[src/rtl/sensor_conditioner.sv]
// Sensor front end: per-channel 2-flop synchronizer, debounce, and a request latch
// that holds each debounced press until the controller acknowledges it.
module sensor_conditioner #(
  parameter int N_CH            = 5,
  parameter int DEBOUNCE_CYCLES = 500000,
  parameter int CNT_W           = 19
) (
  input  logic            clk,
  input  logic            reset,
  input  logic [N_CH-1:0] sensors_raw,
  input  logic [N_CH-1:0] ack,
  output logic [N_CH-1:0] sensors_db,
  output logic [N_CH-1:0] req,
  output logic            req_any,
  output logic [2:0]      req_idx
);

  localparam logic [CNT_W-1:0] CNT_LAST = CNT_W'(DEBOUNCE_CYCLES - 1);

  logic [N_CH-1:0]  s1_q;
  logic [N_CH-1:0]  s2_q;
  logic [N_CH-1:0]  db_q;
  logic [N_CH-1:0]  db_d;
  logic [N_CH-1:0]  req_q;
  logic [N_CH-1:0]  req_d;
  logic [CNT_W-1:0] cnt_q [N_CH];
  logic [CNT_W-1:0] cnt_d [N_CH];

  always_ff @(posedge clk) begin
    if (reset) begin
      s1_q  <= '0;
      s2_q  <= '0;
      db_q  <= '0;
      req_q <= '0;
      for (int i = 0; i < N_CH; i++) cnt_q[i] <= '0;
    end else begin
      s1_q  <= sensors_raw;
      s2_q  <= s1_q;
      db_q  <= db_d;
      req_q <= req_d;
      for (int i = 0; i < N_CH; i++) cnt_q[i] <= cnt_d[i];
    end
  end

  always_comb begin
    db_d  = db_q;
    req_d = req_q;
    for (int i = 0; i < N_CH; i++) begin
      cnt_d[i] = cnt_q[i];
      if (s2_q[i] == db_q[i]) begin
        cnt_d[i] = '0;
      end else if (cnt_q[i] == CNT_LAST) begin
        db_d[i]  = s2_q[i];
        cnt_d[i] = '0;
      end else begin
        cnt_d[i] = cnt_q[i] + CNT_W'(1);
      end
      // A fresh debounced press outranks a same-edge ack so it is never lost.
      if (!db_q[i] && db_d[i]) begin
        req_d[i] = 1'b1;
      end else if (ack[i]) begin
        req_d[i] = 1'b0;
      end
    end
  end

  // Lowest-numbered pending request wins; scan downward so the last hit is lowest.
  always_comb begin
    req_idx = 3'd0;
    for (int i = N_CH - 1; i >= 0; i--) begin
      if (req_q[i]) req_idx = 3'(i);
    end
  end

  assign req_any    = |req_q;
  assign sensors_db = db_q;
  assign req        = req_q;

endmodule

[config.mk]
export PLATFORM = sky130hd
export DESIGN_NAME = sensor_conditioner
export DESIGN_NICKNAME = d
export VERILOG_FILES = /design/src/rtl/sensor_conditioner.sv
export SDC_FILE = /design/constraint.sdc
export NUM_CORES = 1
export LEC_CHECK = 0
export CORE_AREA = 2 2 116 118
export CTS_CLUSTER_SIZE = 24
export DETAILED_ROUTE_END_ITERATION = 16
export DIE_AREA = 0 0 118 120
export GPL_TIMING_DRIVEN = 0
export PLACE_DENSITY = 0.53
export SYNTH_ARGS = -nofsm -noshare
export SYNTH_HDL_FRONTEND = slang
export SYNTH_SLANG_ARGS = --single-unit
[constraint.sdc]
create_clock -name clk -period 4.5 [get_ports clk]
set_clock_uncertainty 0.2 [all_clocks]
set_input_delay 0.675 -clock clk [delete_from_list [all_inputs] [get_ports clk]]
set_output_delay 0.675 -clock clk [all_outputs]
set_load 0.01 [all_outputs]
==> impl_metrics.csv <==
group,metric,value,unit
power_and_ir_drop,swShare,0.193,
timing,clock.fmax,362,MHz
synthesis,ys_types,41,
layout,n_antenna_cell,0,
layout,area_growth,21.5,%
worst_setup_path,cpMostUsedCell,"clkbuf_1",
global_route,grt_pass1_wl,18.8,mm
die,num_rows,42,
cts,numCtsBuffers,17,
route,wire_per_inst,13.4,µm
cts,cts_resized,0,
worst_setup_path,path_max_fanout,10,
timing,grt_setup_unrepaired,"false",
route,vias_per_cell,5.08,
worst_setup_path,cp_cell_sequence,"ha_1 > clkbuf_1 > and4_1 > nand4_1 > o21bai_1 > clkbuf_1 > nor2_1",
layout,layout_commonest_cell,"dfxtp_1",
die,dieArea,0.0142,mm²
global_route,overflow,0,
cts,htreeDepth,4,
timing,worst_slew_pin_slew,0.696,ns
route,dr.pass1.iters,4,
layout,layout-drive-gt1-share,0.0637,
synthesis,syn_nets,604,
cts,cts_tree,"yes",
global_route,grt_antenna_before_repair,0,
worst_setup_path,cpPeakStageDelay,0.58,ns
route,wirelength,11.0,mm
cts,cts.sinks,115,
die,die_h,120,µm
worst_setup_path,crit_type,"register to register",
worst_setup_path,ff2ff_path_depth,7,
cts,cts_setup_buffers,0,
synthesis,synth_area_per_cell,8.69,µm²
layout,nets,648,
layout,n_fill_cell,1306,
power_and_ir_drop,switchingPower,0.480,mW
worst_setup_path,cp_num_cells,7,
min_path,whs_path_depth,1,
layout,post-route-util,0.478,
die,initial_core_util,0.393,
worst_setup_path,crit_buf_inv,2,
min_path,hold_class,"register to register",
worst_setup_path,r2r-end,"cnt_q[0][28]",
route,via_count,4166,
power_and_ir_drop,ir_worst_vdd,0.373,mV
timing,fin_crit_sh,0.614,
power_and_ir_drop,power.internal,2.01,mW
worst_setup_path,path_delay_family,"buffers and inverters",
worst_setup_path,reg2reg_slack,1.74,ns
timing,slew_headroom,0.533,
place,place.gp.congestion,0.815,
route,first_iter_violations,173,
worst_setup_path,cp.required,4.59,ns
power_and_ir_drop,power.leakage,1.89,nW
synthesis,synth_edf_count,0,
worst_setup_path,crit_slowest_cell,"o21bai_1",
synthesis,yosys_warnings,0,
timing,setup_violations,0,
layout,final_cell_mix,"dfxtp_1, nor2_1, xnor2_1",
worst_setup_path,critPathLaunchType,"register",
cts,clockRootBuffer,"clkbuf_16",
synthesis,synth.area.top_cells,"dfxtp_1, xnor2_1, nor2_1, xor2_1, nand3_1",
synthesis,async_flop_share,0,
timing,tns,0,ns
synthesis,netlist_area,0.00510,mm²
die,dieWidth,118,µm
synthesis,synth_ff_type,"dfxtp_1",
die,core_area,0.0130,mm²
timing,min_period,2.76,ns
synthesis,synth-seq-cells,115,
timing,hold_violations,0,
synthesis,synth-seq-area-share,0.451,
place,dp_hpwl,7.60,mm
timing,slew_viol_final,0,
global_route,grt_pass1_vias,4002,
flow_run,maxCapViolations,0,
die,io-pin-count,26,
route,post-route-drc-count,0,
cts,clk_latency,0.41,ns
power_and_ir_drop,seq_power_share,0.414,
power_and_ir_drop,share_comb_of_total_power,0.013,
worst_setup_path,r2r_start,"cnt_q[0][19]",
worst_setup_path,cp-end-kind,"register",
synthesis,yosys.area.top_type,"dfxtp_1",
worst_setup_path,crit_arrival,2.85,ns
place,port_buffers,25,
cts,hold_buffers,0,
cts,clk_pin_slew,0.05,ns
power_and_ir_drop,clkPwrFrac,0.574,
min_path,hold_end,"s2_q[0]",
power_and_ir_drop,p_per_area,401,mW/mm²
global_route,grt_usage,0.167,
route,route.antenna.remaining_nets,0,
synthesis,synth_cells,587,
synthesis,synth_top_area_frac,0.451,
global_route,grt_max_degree,17,
outcome,status,"finished clean",
min_path,hp-start,"s1_q[0]",
cts,clock_path_buffers,2,
-- state kept, by name, indices dropped and copies added (netlist names) --
name        flops
req             5
cnt_q          95
s1_q            5
sensors_db      5
s2_q            5
-- Yosys cell counts, drive strengths merged, types with 5 or more instances --
master / count
inv: 14
or4: 10
nand4: 31
dfxtp: 115
buf: 5
nand2b: 7
nor3: 12
clkbuf: 14
and4: 13
a21oi: 22
nor2: 95
nor2b: 12
o31ai: 5
nor4: 23
and3: 9
nand3: 40
ha: 5
or3: 9
o21ai: 16
nor4b: 6
xor2: 31
nand2: 26
xnor2: 43
-- metrics by stage --
step | cells | hold slack [ns] | setup WS (ns) | cell area (µm²) | total power, mW
5_1_grt | 820 | 0.254 | 1.44 | 6200 | 2.57
3_3_place_gp | 788 | 0.220 | 1.59 | 5570 | 1.08
6_report | 820 | 0.237 | 1.74 | 6200 | 2.49
3_5_place_dp | 788 | 0.226 | 1.52 | 5570 | 1.08
2_1_floorplan | 587 | 0.214 | 2.31 | 5100 | 1.06
4_1_cts | 820 | 0.238 | 1.67 | 6200 | 2.51
-- metal layers --
layer / vias to the layer above / GRT usage / routed length (µm)
met5: - / 0 / 0
met4: 0 / 0.0956 / 305
met3: 25 / 0.0452 / 341
met2: 55 / 0.259 / 4870
met1: 1910 / 0.209 / 5430
li1: 2176 / - / -
-- power by group through the flow --
stage | registers, mW | clock network [mW] | logic [mW]
2_1_floorplan | 1.05 | 0 | 0.0160
3_3_place_gp | 1.05 | 0 | 0.0317
3_5_place_dp | 1.05 | 0 | 0.0320
4_1_cts | 1.03 | 1.45 | 0.0322
5_1_grt | 1.03 | 1.51 | 0.0347
6_report | 1.03 | 1.43 | 0.0313
-- worst max path at each step --
stage / startpoint / endpoint / slack [ns]
after floorplan: cnt_q[0][19] / cnt_q[0][26] / 2.31
after global placement: reset / cnt_q[0][32] / 1.59
after detailed placement: reset / cnt_q[0][28] / 1.52
after CTS: cnt_q[0][19] / cnt_q[0][28] / 1.67
after global routing: cnt_q[0][19] / cnt_q[0][28] / 1.44
final: cnt_q[0][19] / cnt_q[0][28] / 1.74
-- layout make-up --
type | instances | area, µm² | area share
clock inverters | 10 | 154 | 0.0248
well taps | 176 | 220 | 0.0355
plain buffers | 19 | 78.8 | 0.0127
repair buffers | 25 | 250 | 0.0404
multi-input cells | 439 | 2670 | 0.430
inverters | 14 | 52.6 | 0.00847
flip-flops and latches | 115 | 2300 | 0.371
clock buffers | 22 | 474 | 0.0765
-- kinds of logic after synthesis --
family / after synthesis / share of synthesized area
flops: 115 / 0.451
simple gates: 309 / 0.326
compound gates: 49 / 0.0542
mux: 2 / 0.00392
xor+xnor: 74 / 0.127
fa+ha+maj: 5 / 0.0123
buf+inv: 33 / 0.0257
(Power assumes the default switching activity.)
